==> src/rtl/rv32i_alu_arb_pkg.sv <==
// Shared types and constants for the rv32i ALU arbiter slice.
// Provides the default one-hot op width through the ALU_WIDTH macro when no
// other file has defined it.
`ifndef ALU_WIDTH
`define ALU_WIDTH 14
`endif

package rv32i_alu_arb_pkg;

  typedef enum logic [1:0] {
    IDLE  = 2'd0,
    BUSY  = 2'd1,
    DRAIN = 2'd2
  } arb_state_t;

  // Bit positions inside the one-hot ALU op vector
  localparam int unsigned ALU_ADD  = 0;
  localparam int unsigned ALU_SUB  = 1;
  localparam int unsigned ALU_SLT  = 2;
  localparam int unsigned ALU_SLTU = 3;
  localparam int unsigned ALU_XOR  = 4;
  localparam int unsigned ALU_OR   = 5;
  localparam int unsigned ALU_AND  = 6;
  localparam int unsigned ALU_SLL  = 7;
  localparam int unsigned ALU_SRL  = 8;
  localparam int unsigned ALU_SRA  = 9;
  localparam int unsigned ALU_EQ   = 10;
  localparam int unsigned ALU_NEQ  = 11;
  localparam int unsigned ALU_GE   = 12;
  localparam int unsigned ALU_GEU  = 13;

  localparam logic [31:0] ERR_RESULT = 32'hDEADBEEF;

endpackage

==> src/rtl/rv32i_alu_tag_fifo.sv <==
// Tag FIFO recording which requester issued each in-flight ALU op.
// Synchronous clear drops every entry; clear wins over push and pop.
module rv32i_alu_tag_fifo #(
  parameter int unsigned DEPTH = 2,
  parameter int unsigned TAG_W = 1
) (
  input  logic                   i_clk,
  input  logic                   i_rst_n,
  input  logic                   i_push,
  input  logic [TAG_W-1:0]       i_push_tag,
  input  logic                   i_pop,
  input  logic                   i_clear,
  output logic [TAG_W-1:0]       o_head_tag,
  output logic [$clog2(DEPTH):0] o_count
);

  localparam int unsigned PTR_W = $clog2(DEPTH);
  localparam int unsigned CNT_W = PTR_W + 1;

  logic [TAG_W-1:0] mem_q [DEPTH];
  logic [PTR_W-1:0] wr_q, wr_d, rd_q, rd_d;
  logic [CNT_W-1:0] cnt_q, cnt_d;

  // Next pointers and occupancy; pointers wrap naturally at a power-of-2 depth
  always_comb begin
    wr_d  = wr_q;
    rd_d  = rd_q;
    cnt_d = cnt_q;
    if (i_clear) begin
      wr_d  = '0;
      rd_d  = '0;
      cnt_d = '0;
    end else begin
      if (i_push) wr_d = wr_q + PTR_W'(1);
      if (i_pop)  rd_d = rd_q + PTR_W'(1);
      case ({i_push, i_pop})
        2'b10:   cnt_d = cnt_q + CNT_W'(1);
        2'b01:   cnt_d = cnt_q - CNT_W'(1);
        default: cnt_d = cnt_q;
      endcase
    end
  end

  // Pointer/count registers and tag storage
  always_ff @(posedge i_clk or negedge i_rst_n) begin
    if (!i_rst_n) begin
      wr_q  <= '0;
      rd_q  <= '0;
      cnt_q <= '0;
      for (int unsigned k = 0; k < DEPTH; k++) mem_q[k] <= '0;
    end else begin
      wr_q  <= wr_d;
      rd_q  <= rd_d;
      cnt_q <= cnt_d;
      if (i_push && !i_clear) mem_q[wr_q] <= i_push_tag;
    end
  end

  assign o_head_tag = mem_q[rd_q];
  assign o_count    = cnt_q;

endmodule

==> src/rtl/rv32i_alu_arbiter.sv <==
// Round-robin arbiter sharing one rv32i ALU between NUM_REQ requesters.
// Optional macro RV32I_ALU_ARB_ONEHOT_CHK_EN: rejects non-one-hot ops with an
// ERR_RESULT response and adds the o_err_op port.
module rv32i_alu_arbiter
  import rv32i_alu_arb_pkg::*;
#(
  parameter int unsigned NUM_REQ   = 2,
  parameter int unsigned TAG_DEPTH = 2,
  parameter int unsigned ALU_W     = `ALU_WIDTH
) (
  input  logic                   i_clk,
  input  logic                   i_rst_n,
  input  logic [NUM_REQ-1:0]     i_req_valid,
  output logic [NUM_REQ-1:0]     o_req_ready,
  input  logic [NUM_REQ*ALU_W-1:0] i_req_op,
  input  logic [NUM_REQ*32-1:0]  i_req_a,
  input  logic [NUM_REQ*32-1:0]  i_req_b,
  input  logic                   i_flush,
  output logic                   o_alu_ce,
  output logic [ALU_W-1:0]       o_alu_op,
  output logic [31:0]            o_alu_a,
  output logic [31:0]            o_alu_b,
  input  logic                   i_alu_stall,
  input  logic [31:0]            i_alu_y,
  input  logic                   i_alu_y_valid,
  output logic [NUM_REQ-1:0]     o_rsp_valid,
  output logic [31:0]            o_rsp_y,
  output logic                   o_err_orphan
`ifdef RV32I_ALU_ARB_ONEHOT_CHK_EN
  ,
  output logic                   o_err_op
`endif
);

  localparam int unsigned TAG_W = (NUM_REQ > 1) ? $clog2(NUM_REQ) : 1;
  localparam int unsigned CNT_W = $clog2(TAG_DEPTH) + 1;

  arb_state_t       state_q, state_d;
  logic [TAG_W-1:0] rr_q, rr_d;
  logic             ce_q, ce_d;
  logic [ALU_W-1:0] op_q, op_d;
  logic [31:0]      a_q, a_d, b_q, b_d;
  logic             orphan_q, orphan_d;

  logic             gnt_any;
  logic [TAG_W-1:0] gnt;
  logic [ALU_W-1:0] op_sel;
  logic [31:0]      a_sel, b_sel;
  logic             can_issue, accept, push, pop, op_ok;
  logic [TAG_W-1:0] head_tag;
  logic [CNT_W-1:0] count, count_nxt;

  rv32i_alu_tag_fifo #(
    .DEPTH (TAG_DEPTH),
    .TAG_W (TAG_W)
  ) u_tag_fifo (
    .i_clk      (i_clk),
    .i_rst_n    (i_rst_n),
    .i_push     (push),
    .i_push_tag (gnt),
    .i_pop      (pop),
    .i_clear    (i_flush),
    .o_head_tag (head_tag),
    .o_count    (count)
  );

  // Round-robin grant: two passes (from pointer upward, then wrap) avoid a modulo
  always_comb begin
    gnt_any = 1'b0;
    gnt     = '0;
    for (int unsigned j = 0; j < NUM_REQ; j++) begin
      if (!gnt_any && i_req_valid[j] && (TAG_W'(j) >= rr_q)) begin
        gnt_any = 1'b1;
        gnt     = TAG_W'(j);
      end
    end
    for (int unsigned j = 0; j < NUM_REQ; j++) begin
      if (!gnt_any && i_req_valid[j] && (TAG_W'(j) < rr_q)) begin
        gnt_any = 1'b1;
        gnt     = TAG_W'(j);
      end
    end
  end

  // Select the granted requester's op and operands
  always_comb begin
    op_sel = '0;
    a_sel  = '0;
    b_sel  = '0;
    for (int unsigned j = 0; j < NUM_REQ; j++) begin
      if (TAG_W'(j) == gnt) begin
        op_sel = i_req_op[j*ALU_W +: ALU_W];
        a_sel  = i_req_a[j*32 +: 32];
        b_sel  = i_req_b[j*32 +: 32];
      end
    end
  end

`ifdef RV32I_ALU_ARB_ONEHOT_CHK_EN
  logic             err_pend_q, err_pend_d;
  logic [TAG_W-1:0] err_tag_q, err_tag_d;
  assign op_ok = $onehot(op_sel);
`else
  assign op_ok = 1'b1;
`endif

  assign pop = i_alu_y_valid && (count != '0) && (state_q != DRAIN);

  // A pending error response blocks new accepts so only one can be outstanding
  always_comb begin
    can_issue = !i_alu_stall && !i_flush && (state_q != DRAIN) &&
                ((count < CNT_W'(TAG_DEPTH)) || pop);
`ifdef RV32I_ALU_ARB_ONEHOT_CHK_EN
    can_issue = can_issue && !err_pend_q;
`endif
  end

  assign accept = can_issue && gnt_any;
  assign push   = accept && op_ok;

  // Ready is the single granted bit; pointer moves past the accepted requester
  always_comb begin
    o_req_ready = '0;
    rr_d        = rr_q;
    if (accept) begin
      o_req_ready[gnt] = 1'b1;
      rr_d = (gnt == TAG_W'(NUM_REQ - 1)) ? '0 : gnt + TAG_W'(1);
    end
  end

  // Issue register: loads on push, holds during stall, drops on flush
  always_comb begin
    ce_d = ce_q;
    op_d = op_q;
    a_d  = a_q;
    b_d  = b_q;
    if (i_flush) begin
      ce_d = 1'b0;
    end else if (push) begin
      ce_d = 1'b1;
      op_d = op_sel;
      a_d  = a_sel;
      b_d  = b_sel;
    end else if (!i_alu_stall) begin
      ce_d = 1'b0;
    end
  end

  // FSM next state: occupancy-tracking IDLE/BUSY plus a one-cycle DRAIN on flush
  always_comb begin
    case ({push, pop})
      2'b10:   count_nxt = count + CNT_W'(1);
      2'b01:   count_nxt = count - CNT_W'(1);
      default: count_nxt = count;
    endcase
    state_d = state_q;
    if (i_flush) begin
      state_d = DRAIN;
    end else begin
      case (state_q)
        IDLE:    if (push) state_d = BUSY;
        BUSY:    if (count_nxt == '0) state_d = IDLE;
        DRAIN:   state_d = IDLE;
        default: state_d = IDLE;
      endcase
    end
  end

  // Sticky orphan flag: result with nothing in flight, outside DRAIN
  assign orphan_d = orphan_q ||
                    (i_alu_y_valid && (count == '0) && (state_q != DRAIN));

`ifdef RV32I_ALU_ARB_ONEHOT_CHK_EN
  // Error response waits out any cycle in which a real result is returned
  always_comb begin
    err_pend_d = err_pend_q;
    err_tag_d  = err_tag_q;
    if (i_flush) begin
      err_pend_d = 1'b0;
    end else if (accept && !op_ok) begin
      err_pend_d = 1'b1;
      err_tag_d  = gnt;
    end else if (err_pend_q && !pop) begin
      err_pend_d = 1'b0;
    end
  end

  // Error response state
  always_ff @(posedge i_clk or negedge i_rst_n) begin
    if (!i_rst_n) begin
      err_pend_q <= 1'b0;
      err_tag_q  <= '0;
    end else begin
      err_pend_q <= err_pend_d;
      err_tag_q  <= err_tag_d;
    end
  end

  assign o_err_op = err_pend_q && !pop;
`endif

  // Response routing: ALU result passes straight through to the head tag
  always_comb begin
    o_rsp_valid = '0;
    o_rsp_y     = '0;
    if (pop) begin
      o_rsp_valid[head_tag] = 1'b1;
      o_rsp_y               = i_alu_y;
    end
`ifdef RV32I_ALU_ARB_ONEHOT_CHK_EN
    else if (err_pend_q) begin
      o_rsp_valid[err_tag_q] = 1'b1;
      o_rsp_y                = ERR_RESULT;
    end
`endif
  end

  // Arbiter state registers
  always_ff @(posedge i_clk or negedge i_rst_n) begin
    if (!i_rst_n) begin
      state_q  <= IDLE;
      rr_q     <= '0;
      ce_q     <= 1'b0;
      op_q     <= '0;
      a_q      <= '0;
      b_q      <= '0;
      orphan_q <= 1'b0;
    end else begin
      state_q  <= state_d;
      rr_q     <= rr_d;
      ce_q     <= ce_d;
      op_q     <= op_d;
      a_q      <= a_d;
      b_q      <= b_d;
      orphan_q <= orphan_d;
    end
  end

  assign o_alu_ce     = ce_q;
  assign o_alu_op     = op_q;
  assign o_alu_a      = a_q;
  assign o_alu_b      = b_q;
  assign o_err_orphan = orphan_q;

endmodule
==> config.mk <==
export PLATFORM = sky130hd
export DESIGN_NAME = rv32i_alu_arbiter
export DESIGN_NICKNAME = d
export VERILOG_FILES = /design/src/rtl/rv32i_alu_arb_pkg.sv /design/src/rtl/rv32i_alu_tag_fifo.sv /design/src/rtl/rv32i_alu_arbiter.sv
export SDC_FILE = /design/constraint.sdc
export NUM_CORES = 1
export LEC_CHECK = 0
export ABC_AREA = 1
export CAP_MARGIN = 20
export CORE_MARGIN = 4
export CORE_UTILIZATION = 37
export CTS_CLUSTER_SIZE = 30
export DETAILED_ROUTE_END_ITERATION = 8
export PLACE_DENSITY = 0.82
export RECOVER_POWER = 50
export SLEW_MARGIN = 20
export SYNTH_ARGS = -nofsm -noshare
export SYNTH_HDL_FRONTEND = slang
export SYNTH_SLANG_ARGS = --single-unit
==> constraint.sdc <==
create_clock -name i_clk -period 2.11 [get_ports i_clk]
set_input_delay 0.3165 -clock i_clk [delete_from_list [all_inputs] [get_ports i_clk]]
set_output_delay 0.3165 -clock i_clk [all_outputs]
set_load 0.05 [all_outputs]
Yosys cells after proc, flatten, opt, wreduce, memory -nomap -nowiden
Index checks and enable logic that the tools add are counted.
W data, S select, Z words.
Storage, ports and cells
  flip-flop bits (word level): 89
  bits of input ports: 195
  output and inout port bits: 116
  word-level logic and storage cells: 110
Operators by class
  add/sub/neg operators: 5
  magnitude comparators: 12
  equality and inequality tests: 7
  multiplexer cells: 37
  bitwise logic cells: 3
  reductions and logical operators: 34
Operators with widths (number)
  $mux W32: 3
  $mux W1: 21
  $logic_and A1 B1 Y1: 19
  $mux W14: 1
  $mux W2: 6
  $pmux W2 S2: 2
  $logic_not A2 Y1: 3
  $ne A3 B2 Y1 const B: 2
  $reduce_bool A2 Y1: 3
  $logic_not A1 Y1: 5
  $eq A2 B1 Y1 const B: 2
  $ge A2 B2 Y1 const B: 2
  $lt A1 B2 Y1 const B: 2
  $not A1 Y2: 2
  $reduce_and A2 Y1: 2
  $add A1 B1 Y1 const B: 3
  $demux W1 S1: 3
  $ne A3 B3 Y1 const B: 1
  $add A2 B1 Y2 const B: 1
  $bwmux W2: 1
  $eq A2 B2 Y1 const B: 1
  $ge A1 B1 Y1 const A: 2
  $ge A1 B1 Y1 const B: 2
  $logic_or A1 B1 Y1: 2
  6 further kinds: 7

Longest topological paths before layout
  depth after elaboration: 22
  gate-level depth with buffers: 14
  mapped depth without buffers: 13

Hierarchy
From an unflattened synthesis, not the netlist that was laid out.
Second synthesis, totals
  cell total of the unflattened synthesis: 747
  area total of the unflattened synthesis: 4952.2 um^2
By module, submodules not included
  rv32i_alu_arbiter: times used 1, cells each 708, area an instance 4652.0 um^2, seq. area each 2077.0 um^2
  rv32i_alu_tag_fifo: times used 1, cells each 39, area an instance 300.3 um^2, seq. area each 150.1 um^2

Least setup slack after synthesis
No wires, ideal clock.
  path kind: reg2out
  from: register state_q[1]
  to: output port o_req_ready[0]
  arrival: 1.686 ns
  data required time: 1.794 ns
  slack: 0.107 ns
  cell stages (with the launch flop): 5
  buffers on the path: 1
  cells stage by stage: dfrtp_1 a21oi_1 nand2_2 buf_2 a21oi_1
Between the ends
  longest elaborated chain between the ends: 6
  elaborated cells on any way between the ends: 7
  classes of those cells: eq/ne (1); mux (1); reduce/logical (5)
Ends and longest elaborated chain
  start: declaration: RTL line rv32i_alu_arbiter.sv:38  | arb_state_t state_q, state_d;
  start signal: assignment: RTL line rv32i_alu_arbiter.sv:229  | state_q <= state_d;
  $ne A2 B2 Y1 (*): RTL line rv32i_alu_arbiter.sv:107, rv32i_alu_arbiter.sv:111
  $logic_and A1 B1 Y1: RTL line rv32i_alu_arbiter.sv:107  | assign pop = i_alu_y_valid && (count != '0) && (state_q != DRAIN);
  $logic_or A1 B1 Y1: RTL line rv32i_alu_arbiter.sv:112  | ((count < CNT_W'(TAG_DEPTH)) || pop);
  $logic_and A1 B1 Y1 (*): RTL line rv32i_alu_arbiter.sv:111  | can_issue = !i_alu_stall && !i_flush && (state_q != DRAIN) &&
  $logic_and A1 B1 Y1 (*): RTL line rv32i_alu_arbiter.sv:118  | assign accept = can_issue && gnt_any;
  $mux W2 (*): RTL line rv32i_alu_arbiter.sv:125  | if (accept) begin
  end: declaration: RTL line rv32i_alu_arbiter.sv:14  | output logic [NUM_REQ-1:0] o_req_ready,
Every way passes the cells marked *; elsewhere a longest branch is shown, timed or not.

Worst setup path in the final report
  from: register state_q[1]
  to: output port o_rsp_y[23]
Between the ends
  longest elaborated chain between the ends: 3
Ends and longest elaborated chain
  $ne A2 B2 Y1: RTL line rv32i_alu_arbiter.sv:107
  $logic_and A1 B1 Y1: RTL line rv32i_alu_arbiter.sv:107
  $mux W32: RTL line rv32i_alu_arbiter.sv:206  | if (pop) begin
  end: declaration: RTL line rv32i_alu_arbiter.sv:27  | output logic [31:0] o_rsp_y,
Every way passes these cells.

==> results by group <==
Synth
  • Synth Warn #: 0
  • Register area share after synthesis: 0.4595
  • Synth Register Bits: around 90
  • Yosys cell types: 20
  • Avg Cell Area, Syn: 6.667 um^2
  • Synth Instances: 727
  • Syn Nets: 923
  • Mapped cell area: between 4000 and 5000 um^2

Route
  • First DRT Iteration DRCs: a little over 300
  • Vias: 5629
  • Wirelength, routed: 18370 um
  • Remaining DRCs: 0
  • ANT nets after route: 0
  • Pre-antenna DRT Iters: 5
  • Vias/cell: 4.707
  • DR WL/cell: 15.36 um

Status
  • Status: finished clean

STA
  • Hold_ws: ~360 ps
  • Final worst path period need: between 2000 and 2500 ps
  • Setup ws final: 74.29 ps
  • Worst slew margin: 0.1802
  • Clock skew after layout: around 4.6 ps
  • Crit share post-route: 0.9648
  • Pins Over Slew Limit: 0
  • Max frequency: 491.2 MHz
  • Fin. Hold Viols: 0
  • Unrepaired setup endpoints after global routing: true
  • Final setup fails: 0
  • Measured slew at the worst slew-check pin: about 1200 ps

Clock tree
  • CTS tree: done
  • Hold buffer count at CTS: 0
  • Clock transition at the registers of the reported paths: 70 ps
  • Root Driver: clkbuf_16
  • CTS sink count: 89
  • CTS Buf Count: 9
  • # H-tree levels: 3
  • CTS Buffer Depth: 2
  • Clk_lat worst skew: 330 ps

Floorplanning
  • Die W: 122.5 um
  • Die height: 122.5 um
  • IO Pins: 311
  • Core area: between 10000 and 15000 um^2
  • Row Count: 41
  • Die area: ~15000 um^2
  • Initial Util: 0.3810

Setup path
  • Max FO, Critical Path: 17
  • Critical path origin: state_q[1]
  • Required @ worst endpoint: 1790 ps
  • Cell Chain, Critical Path: nand2_1 -> nand2_1 -> nor2_1 -> inv_2 -> buf_12 -> nor2_1 -> buf_12
  • Startpoint Class: flop
  • Setup crit end kind: primary output
  • Worst r2r src: u_tag_fifo.o_count[1]
  • Bufs and invs on worst path: 3
  • CP arrival: 1720 ps
  • Slowest CP cell: dfrtp_1
  • CP max stage delay: 410 ps
  • Cell family with most CP delay: simple AND/OR/NAND/NOR gates
  • Crit path kind: flop to primary output

Pwr
  • Maximum VDD drop: 0.4632 mV
  • Tot Pwr: just over 7 mW
  • Leakage Power: between 4 and 5 nW
  • Pwr/cell area: 811.1 nW/um^2

Global route
  • Residual overflow from global routing: 0
  • Initial antenna violation count: 1
  • Largest net degree at the start of global routing: 90
  • Vias in the first global route: around 5.6k
  • Overall routing resource usage: 0.2373
  • First-pass GRT wire length: 27870 um

Placement
  • Detailed placement HPWL: between 10000 and 15000 um
  • DP Worst Slack: approximately 55 ps
  • Dpl cells: 1179
  • PortBufs: 310
  • GP Congestion: 0.8172

Layout
  • Syn-to-layout area delta: 80.67%
  • Nets@finish: 1214
  • Layout cell share with drive strength beyond 1: 0.08309
  • Non-filler cells, final: ~1.2k

Flow run
  • Max-Cap Viols: 0

Worst hold path
  • Hold Crit Class: primary input to async pin
==> cells in the final DEF, fill, tap and decap left out, drive strengths merged <==
cell	count
a31o	1
inv	47
clkbuf	14
nand4	2
ha	1
nand3	84
nand3b	1
a21oi	4
clkdlybuf4s50	271
buf	51
o21ai	4
clkinv	1
dfrtp	89
o21bai	1
diode	1
nand2	408
clkinvlp	4
nor2	40
==> area by class of cell <==
class                      count  area [um^2]
tap                          172        215.2
inverter                      46        172.7
antenna                        1        2.502
fill                        1038         3965
clock buffer                  10        229.0
sequential                    89         2227
clock inverter                 6        43.79
timing repair buffer         326         3637
multi-input combinational    546         2230
==> kinds of logic after synthesis <==
kind of cell	after synthesis	synth area share
compound gates	10	0.01239
flops	89	0.4595
fa+ha+maj	1	0.002581
buf+inv	92	0.08570
simple gates	535	0.4399
==> state kept, by name, indices dropped and copies added (netlist names) <==
| name | cells |
|---|---|
| o_alu_a | 32 |
| o_alu_b | 32 |
| o_alu_ce | 1 |
| o_alu_op | 14 |
| o_err_orphan | 1 |
| rr_q | 1 |
| state_q | 2 |
| u_tag_fifo.mem_q | 2 |
| u_tag_fifo.o_count | 2 |
| u_tag_fifo.rd_q | 1 |
| u_tag_fifo.wr_q | 1 |
==> cell usage after synthesis (all sizes together) <==
| cell | instances | area share |
|---|---|---|
| nor2 | 40 | 0.033 |
| inv | 46 | 0.036 |
| ha | 1 | 0.0026 |
| a21oi | 4 | 0.0041 |
| nand3b | 1 | 0.0015 |
| nand3 | 84 | 0.087 |
| nand4 | 2 | 0.0026 |
| buf | 29 | 0.037 |
| o21ai | 4 | 0.0041 |
| dfrtp | 89 | 0.46 |
| o21bai | 1 | 0.0023 |
| clkbuf | 17 | 0.013 |
| nand2 | 408 | 0.32 |
| a31o | 1 | 0.0018 |
==> per-layer routing <==
layer / part of all wire / vias to the layer above / track usage
met3: 0.10 / 31 / 0.07834
met2: 0.51 / 228 / 0.4428
met4: 0.025 / 0 / 0.07978
met1: 0.36 / 2581 / 0.2490
li1: - / 2789 / -
met5: 0 / - / 0
==> per-stage QoR <==
step | TNS, ps | util | instance area [um^2]
detailed placement | 0 | 0.6690 | 8511
global placement | 0 | 0.6690 | 8511
CTS | 0 | 0.6904 | 8783
floorplan | 0 | - | 4847
global route | -43.59 | 0.6883 | 8757
finish | 0 | 0.6883 | 8757
==> final timing paths <==
check	end	slack [ps]	depth (start not counted)
setup / recovery	o_rsp_y[23]	70	7
hold / removal	o_alu_a[15]	360	2
setup reg to reg	o_alu_a[26]	180	9
hold reg to reg	o_err_orphan	470	1
max in group asynchronous	o_alu_b[11]	960	2
min in group i_clk	o_err_orphan	470	1
==> power by group <==
part / switching (mW) / internal (mW)
Clock: 0.673 / 0.801
Sequential: 0.198 / 2.07
Combinational: 2.13 / 1.23
==> timing repair <==
action	CTS	global route
gates resized for setup	0	10
buffers inserted	0	0
endpoints found under the setup margin	0	13
No activity file was read; power rests on OpenSTA's default activity.
